==> src/rtl/vc_pmem_arbiter.sv <==
// vc_pmem_arbiter: shares the single physical-memory port between L2 line
// fills and victim-cache dirty-line writebacks.
//
// Ports
//   clk, rst                     clock, synchronous active-high reset
//   l2_read/l2_addr              fill request, held until l2_resp
//   l2_rdata/l2_resp             fill data and one-cycle completion pulse
//   vc_write/vc_addr/vc_wdata    writeback request, held until vc_resp
//   vc_resp                      one-cycle writeback completion pulse
//   l2_pmem_busy                 arbiter busy or fill pending
//   pmem_read/pmem_write         pmem strobes, held until pmem_resp
//   pmem_address/pmem_wdata      registered line address / writeback data
//   pmem_rdata/pmem_resp         pmem read data and completion pulse
//
// Reads win arbitration unless a waiting writeback has already been passed
// over STARVE_MAX times. Every transaction ends with a one-cycle BREAK bubble
// so requesters can drop their request lines before the next grant.
//
// Optional feature: define PMEM_ARB_FWD_EN to service a fill whose line
// address matches a pending writeback directly from the writeback data,
// without a pmem read.
module vc_pmem_arbiter #(
  parameter int unsigned ADDR_W     = 16,
  parameter int unsigned LINE_W     = 256,
  parameter int unsigned STARVE_MAX = 4
) (
  input  logic              clk,
  input  logic              rst,
  input  logic              l2_read,
  input  logic [ADDR_W-1:0] l2_addr,
  output logic [LINE_W-1:0] l2_rdata,
  output logic              l2_resp,
  input  logic              vc_write,
  input  logic [ADDR_W-1:0] vc_addr,
  input  logic [LINE_W-1:0] vc_wdata,
  output logic              vc_resp,
  output logic              l2_pmem_busy,
  output logic              pmem_read,
  output logic              pmem_write,
  output logic [ADDR_W-1:0] pmem_address,
  output logic [LINE_W-1:0] pmem_wdata,
  input  logic [LINE_W-1:0] pmem_rdata,
  input  logic              pmem_resp
);

  localparam int unsigned OFF_W = $clog2(LINE_W / 8);
  localparam int unsigned CNT_W = $clog2(STARVE_MAX + 1);
  localparam logic [ADDR_W-1:0] LINE_MASK = ~ADDR_W'((1 << OFF_W) - 1);
  localparam logic [CNT_W-1:0]  CNT_MAX   = CNT_W'(STARVE_MAX);

  typedef enum logic [1:0] {IDLE, RD, WR, BREAK} state_t;

  state_t            state, state_nxt;
  logic [CNT_W-1:0]  starve_cnt, starve_cnt_nxt;
  logic [LINE_W-1:0] rdata_q;
  logic              grant_rd, grant_wr;
  logic              starve_hit;

`ifdef PMEM_ARB_FWD_EN
  logic fwd_hit, fwd_grant, fwd_q;

  // Writebacks always finish before the arbiter is back in IDLE, so only a
  // pending writeback request can alias an incoming fill.
  assign fwd_hit = vc_write && ((l2_addr & LINE_MASK) == (vc_addr & LINE_MASK));
`endif

  assign starve_hit   = vc_write && (starve_cnt == CNT_MAX);
  assign l2_pmem_busy = (state != IDLE) | l2_read;

  // Fill data comes straight from pmem in the completion cycle, otherwise
  // from the capture register.
  assign l2_rdata = (state == RD) ? pmem_rdata : rdata_q;

  // Next-state, grant and response decode.
  always_comb begin
    state_nxt      = state;
    starve_cnt_nxt = starve_cnt;
    grant_rd       = 1'b0;
    grant_wr       = 1'b0;
    l2_resp        = 1'b0;
    vc_resp        = 1'b0;
`ifdef PMEM_ARB_FWD_EN
    fwd_grant      = 1'b0;
`endif
    unique case (state)
      IDLE: begin
        if (!vc_write) starve_cnt_nxt = '0;
        if (l2_read && !starve_hit) begin
          // starve_hit is false here, so a waiting writeback is below the cap.
          if (vc_write) starve_cnt_nxt = starve_cnt + CNT_W'(1);
`ifdef PMEM_ARB_FWD_EN
          if (fwd_hit) begin
            fwd_grant = 1'b1;
            state_nxt = BREAK;
          end else begin
            grant_rd  = 1'b1;
            state_nxt = RD;
          end
`else
          grant_rd  = 1'b1;
          state_nxt = RD;
`endif
        end else if (vc_write) begin
          grant_wr       = 1'b1;
          starve_cnt_nxt = '0;
          state_nxt      = WR;
        end
      end
      RD: begin
        if (pmem_resp) begin
          l2_resp   = 1'b1;
          state_nxt = BREAK;
        end
      end
      WR: begin
        if (pmem_resp) begin
          vc_resp   = 1'b1;
          state_nxt = BREAK;
        end
      end
      BREAK: begin
`ifdef PMEM_ARB_FWD_EN
        // A forwarded fill responds in its first BREAK cycle and then takes
        // one more BREAK cycle as the bubble.
        if (fwd_q) l2_resp = 1'b1;
        else       state_nxt = IDLE;
`else
        state_nxt = IDLE;
`endif
      end
      default: state_nxt = IDLE;
    endcase
  end

  // State, strobes and datapath registers.
  always_ff @(posedge clk) begin
    if (rst) begin
      state        <= IDLE;
      starve_cnt   <= '0;
      pmem_read    <= 1'b0;
      pmem_write   <= 1'b0;
      pmem_address <= '0;
      pmem_wdata   <= '0;
      rdata_q      <= '0;
`ifdef PMEM_ARB_FWD_EN
      fwd_q        <= 1'b0;
`endif
    end else begin
      state      <= state_nxt;
      starve_cnt <= starve_cnt_nxt;
      pmem_read  <= (state_nxt == RD);
      pmem_write <= (state_nxt == WR);
      if (grant_rd) pmem_address <= l2_addr & LINE_MASK;
      if (grant_wr) begin
        pmem_address <= vc_addr & LINE_MASK;
        pmem_wdata   <= vc_wdata;
      end
      if (state == RD && pmem_resp) rdata_q <= pmem_rdata;
`ifdef PMEM_ARB_FWD_EN
      fwd_q <= fwd_grant;
      if (fwd_grant) rdata_q <= vc_wdata;
`endif
    end
  end

endmodule

==> config.mk <==
export PLATFORM = sky130hd
export DESIGN_NAME = vc_pmem_arbiter
export DESIGN_NICKNAME = d
export VERILOG_FILES = /design/src/rtl/vc_pmem_arbiter.sv
export SDC_FILE = /design/constraint.sdc
export NUM_CORES = 1
export LEC_CHECK = 0
export BUFFER_PORTS_ARGS = -buffer_cell sky130_fd_sc_hd__buf_2
export CORE_AREA = 2 2 422 424
export DETAILED_ROUTE_END_ITERATION = 12
export DIE_AREA = 0 0 424 426
export GPL_TIMING_DRIVEN = 0
export SLEW_MARGIN = 20
export SYNTH_ARGS = -nofsm -noshare
export SYNTH_HDL_FRONTEND = slang
export SYNTH_SLANG_ARGS = --single-unit
==> constraint.sdc <==
create_clock -name clk -period 1.97 [get_ports clk]
set_clock_uncertainty 0.05 [all_clocks]
set_input_delay 0.0985 -clock clk [delete_from_list [all_inputs] [get_ports clk]]
set_output_delay 0.0985 -clock clk [all_outputs]
set_load 0.01 [all_outputs]
==> flow_summary.yaml <==
timing:
  finalHoldViolCount: 0
  slew_violations: 0
  worst_hold_slack_ns: 0.0225
  min_period_over_period_pct: 125
  fmax_ghz: 0.406
  max-slew-margin-rel_pct: 35.0
  fin_ws_ns: -0.495
  worst_pin_slew_ns: 0.974
  rsz0062_at_grt: "yes"
  layout_min_cycle_time_ns: 2.47
  setup_violations: 691
floorplan:
  die_w_um: 424
  core_um2: 176000
  fp.dieH_um: 426
  die_area_um2: 181000
  io_pins: 1082
  rows: 154
  start_util_pct: 12.7
status:
  violations: "setup timing"
  run_status: "complete, but fails checks"
pwr:
  powerDensity_nw_per_um2: 821
  p_leak_uw: 0.0173
  ir_drop_mv: 0.681
  finalPower_uw: 33900
detailed_routing:
  vias_per_cell: 4.10
  drt_iter0_drc: 2176
  ant_nets: 0
  post_drt_wl_per_cell_um: 22.3
  dr.pass1.iters: 6
  routed_wl_um: 152000
  vias: 27903
  remaining_drc_errors: 0
yosys:
  synth-seq-cells: 530
  netlist_instances: 2683
  synth_area_per_cell_um2: 8.35
  ys_seq_area_share_pct: 47.4
  synthDistinctLibCells: 34
  yosysWarnings: 0
  netlist_area_um2: 22400
placed_design:
  dpl.cell_count: 6092
  detailed_place_hpwl_um: 116000
  dp_worst_setup_slack_ns: -1.62
  portBuffers: 1065
  gp_congestion: 0.984
final_layout:
  stdcell_count: 6801
  area_growth_pct: 84.3
  n_fill_cell: 19052
  nets: 4946
  drive_gt1_share_pct: 37.7
grt:
  grt_pass1_vias: 27337
  track_usage_pct: 15.6
  antenna_found_initial: 26
  grt_overflow_total: 0
  grt_max_degree: 13
  grt_first_pass_wirelength_um: 202000
setup_path:
  worst_setup_path_start_kind: "register"
  crit_family: "buffers and inverters"
  critPathSlowestCell: "dfxtp_4"
  crit_path_max_incr_delay_ns: 0.36
  cp.buffers_inverters: 6
  path_max_fanout: 9
  worst_setup_path_end_kind: "primary output"
  crit_type: "reg2out"
  path_cells: "inv_4 -> ha_4 -> buf_12 -> clkbuf_16 -> buf_12 -> buf_16 -> mux2_4 -> buf_6"
  cp_data_arrival_time_ns: 2.32
  crit_top_cell: "buf_12"
  cp.required_ns: 1.82
clock_network:
  insertion_delay_ns: 0.68
  clockBufferDepth: 3
  ctsHtreeMaxLevel: 3
  clk_pin_slew_ns: 0.05
  clockRootBuffer: "clkbuf_16"
  cts.sinks: 530
  cts_buffers: 70
  cts_tree: "yes"
job:
  drv_cap: 0
hold_path:
  hp-class: "in2reg"
==> routing by layer <==
| metal | track usage [%] | wire length [um] |
|---|---|---|
| met5 | 0 | 67 |
| met1 | 17.8 | 57800 |
| met3 | 4.04 | 10900 |
| met2 | 26.8 | 74900 |
| met4 | 8.07 | 7860 |
==> where the power goes <==
| part | internal (uW) | switching, uW |
|---|---|---|
| Sequential | 11300 | 320 |
| Combinational | 4250 | 4770 |
| Clock | 7720 | 5500 |
| Total | 23300 | 10600 |
==> layout by cell type (no fill, tap or decap), drive strengths merged, types with 2 or more instances in the layout <==
cell type / instances
o21a: 3
dfxtp: 530
o21ai: 281
a21oi: 527
mux2: 256
inv: 11
a31oi: 11
and2: 2
clkinv: 13
clkinvlp: 3
ha: 6
conb: 5
clkbuf: 237
diode: 18
bufinv: 5
buf: 1223
nand3: 258
nand2: 517
dlygate4sd3: 539
a21boi: 2
==> worst reg2reg max path: cells and delay by family (launching register included) <==
| family | cells | cell delay (ns) |
|---|---|---|
| buf+inv | 4 | 0.96 |
| simple gates | 2 | 0.45 |
| compound gates | 1 | 0.21 |
| flops | 1 | 0.36 |
| fa+ha+maj | 1 | 0.24 |
==> worst paths after layout <==
| kind | from | end | slack [ns] | cells after the start |
|---|---|---|---|---|
| max | state[1] | l2_rdata[85] | -0.50 | 8 |
| min | rst | pmem_address[15] | 0.02 | 4 |
| max reg2reg | state[0] | pmem_wdata[200] | -0.38 | 8 |
| min reg2reg | rdata_q[8] | rdata_q[8] | 0.40 | 2 |
==> area by class of cell <==
type	count	area, um^2	share of cell area, %
clock inverters	25	325	0.788
multi-input cells	1881	11200	27.1
flip-flops and latches	530	10600	25.7
diodes	18	45.0	0.109
clock buffers	99	1980	4.80
well taps	2340	2930	7.09
plain buffers	268	2060	4.98
inverters	7	41.3	0.100
repair buffers	1633	12100	29.3
==> cells by family (layout without fill, tap and decap cells) <==
family / count (synthesis) / in the layout / share of synthesized area, %
AOI/OAI and AO/OA: 830 / 830 / 18.9
and+or+nand+nor: 784 / 784 / 14.7
DFF: 530 / 530 / 47.4
buffers and inverters: 276 / 2032 / 5.83
muxes: 256 / 256 / 12.9
adders and majority gates: 6 / 6 / 0.335
other: 1 / 23 / 0.0167
==> timing repair <==
| action | 4_1_cts | 5_1_grt |
|---|---|---|
| pin swaps | 21 | 0 |
| hold endpoints to repair | 528 | 0 |
| buffers inserted | 13 | 2 |
| gates cloned | 9 | 6 |
| setup endpoints to repair | 784 | 755 |
| hold buffers | 539 | 0 |
| resized for setup | 409 | 177 |
==> cells in the mapped netlist, drive strengths merged <==
| cell type | instances | area share [%] |
|---|---|---|
| a2111oi | 1 | 0.067 |
| clkinv | 1 | 0.017 |
| nor4bb | 1 | 0.045 |
| ha | 6 | 0.34 |
| nor2 | 1 | 0.017 |
| or2 | 1 | 0.028 |
| a21oi | 527 | 12 |
| a21bo | 1 | 0.045 |
| nand2b | 1 | 0.028 |
| and3 | 1 | 0.028 |
| clkbuf | 131 | 2.3 |
| o21ai | 281 | 6.3 |
| a32oi | 1 | 0.039 |
| dfxtp | 530 | 47 |
| a31oi | 11 | 0.31 |
| nor2b | 1 | 0.028 |
| buf | 138 | 3.4 |
| o21bai | 1 | 0.034 |
| nand2 | 517 | 8.7 |
| conb | 1 | 0.017 |
| o21ba | 1 | 0.045 |
| nand3b | 1 | 0.034 |
| mux2 | 256 | 13 |
| a21boi | 2 | 0.12 |
| inv | 6 | 0.10 |
| o21a | 3 | 0.10 |
| o211a | 1 | 0.045 |
| nand3 | 258 | 5.8 |
| and2 | 2 | 0.056 |
==> per-stage QoR <==
stage / utilization [%] / instance area, um^2 / TNS (ns)
final: 23.5 / 41300 / -159.69
after CTS: 22.9 / 40300 / -212.68
after global routing: 23.5 / 41300 / -263.07
after detailed placement: 17.5 / 30700 / -718.00
after global placement: 17.5 / 30700 / -754.91
after floorplan: - / 22400 / 0
==> sequential cells by signal, indices dropped and copies added (netlist names) <==
register and count:
pmem_address 11, pmem_write 1, pmem_read 1, rdata_q 256, state 2, pmem_wdata 256, starve_cnt 3
Power figures use the tool's default switching activity.
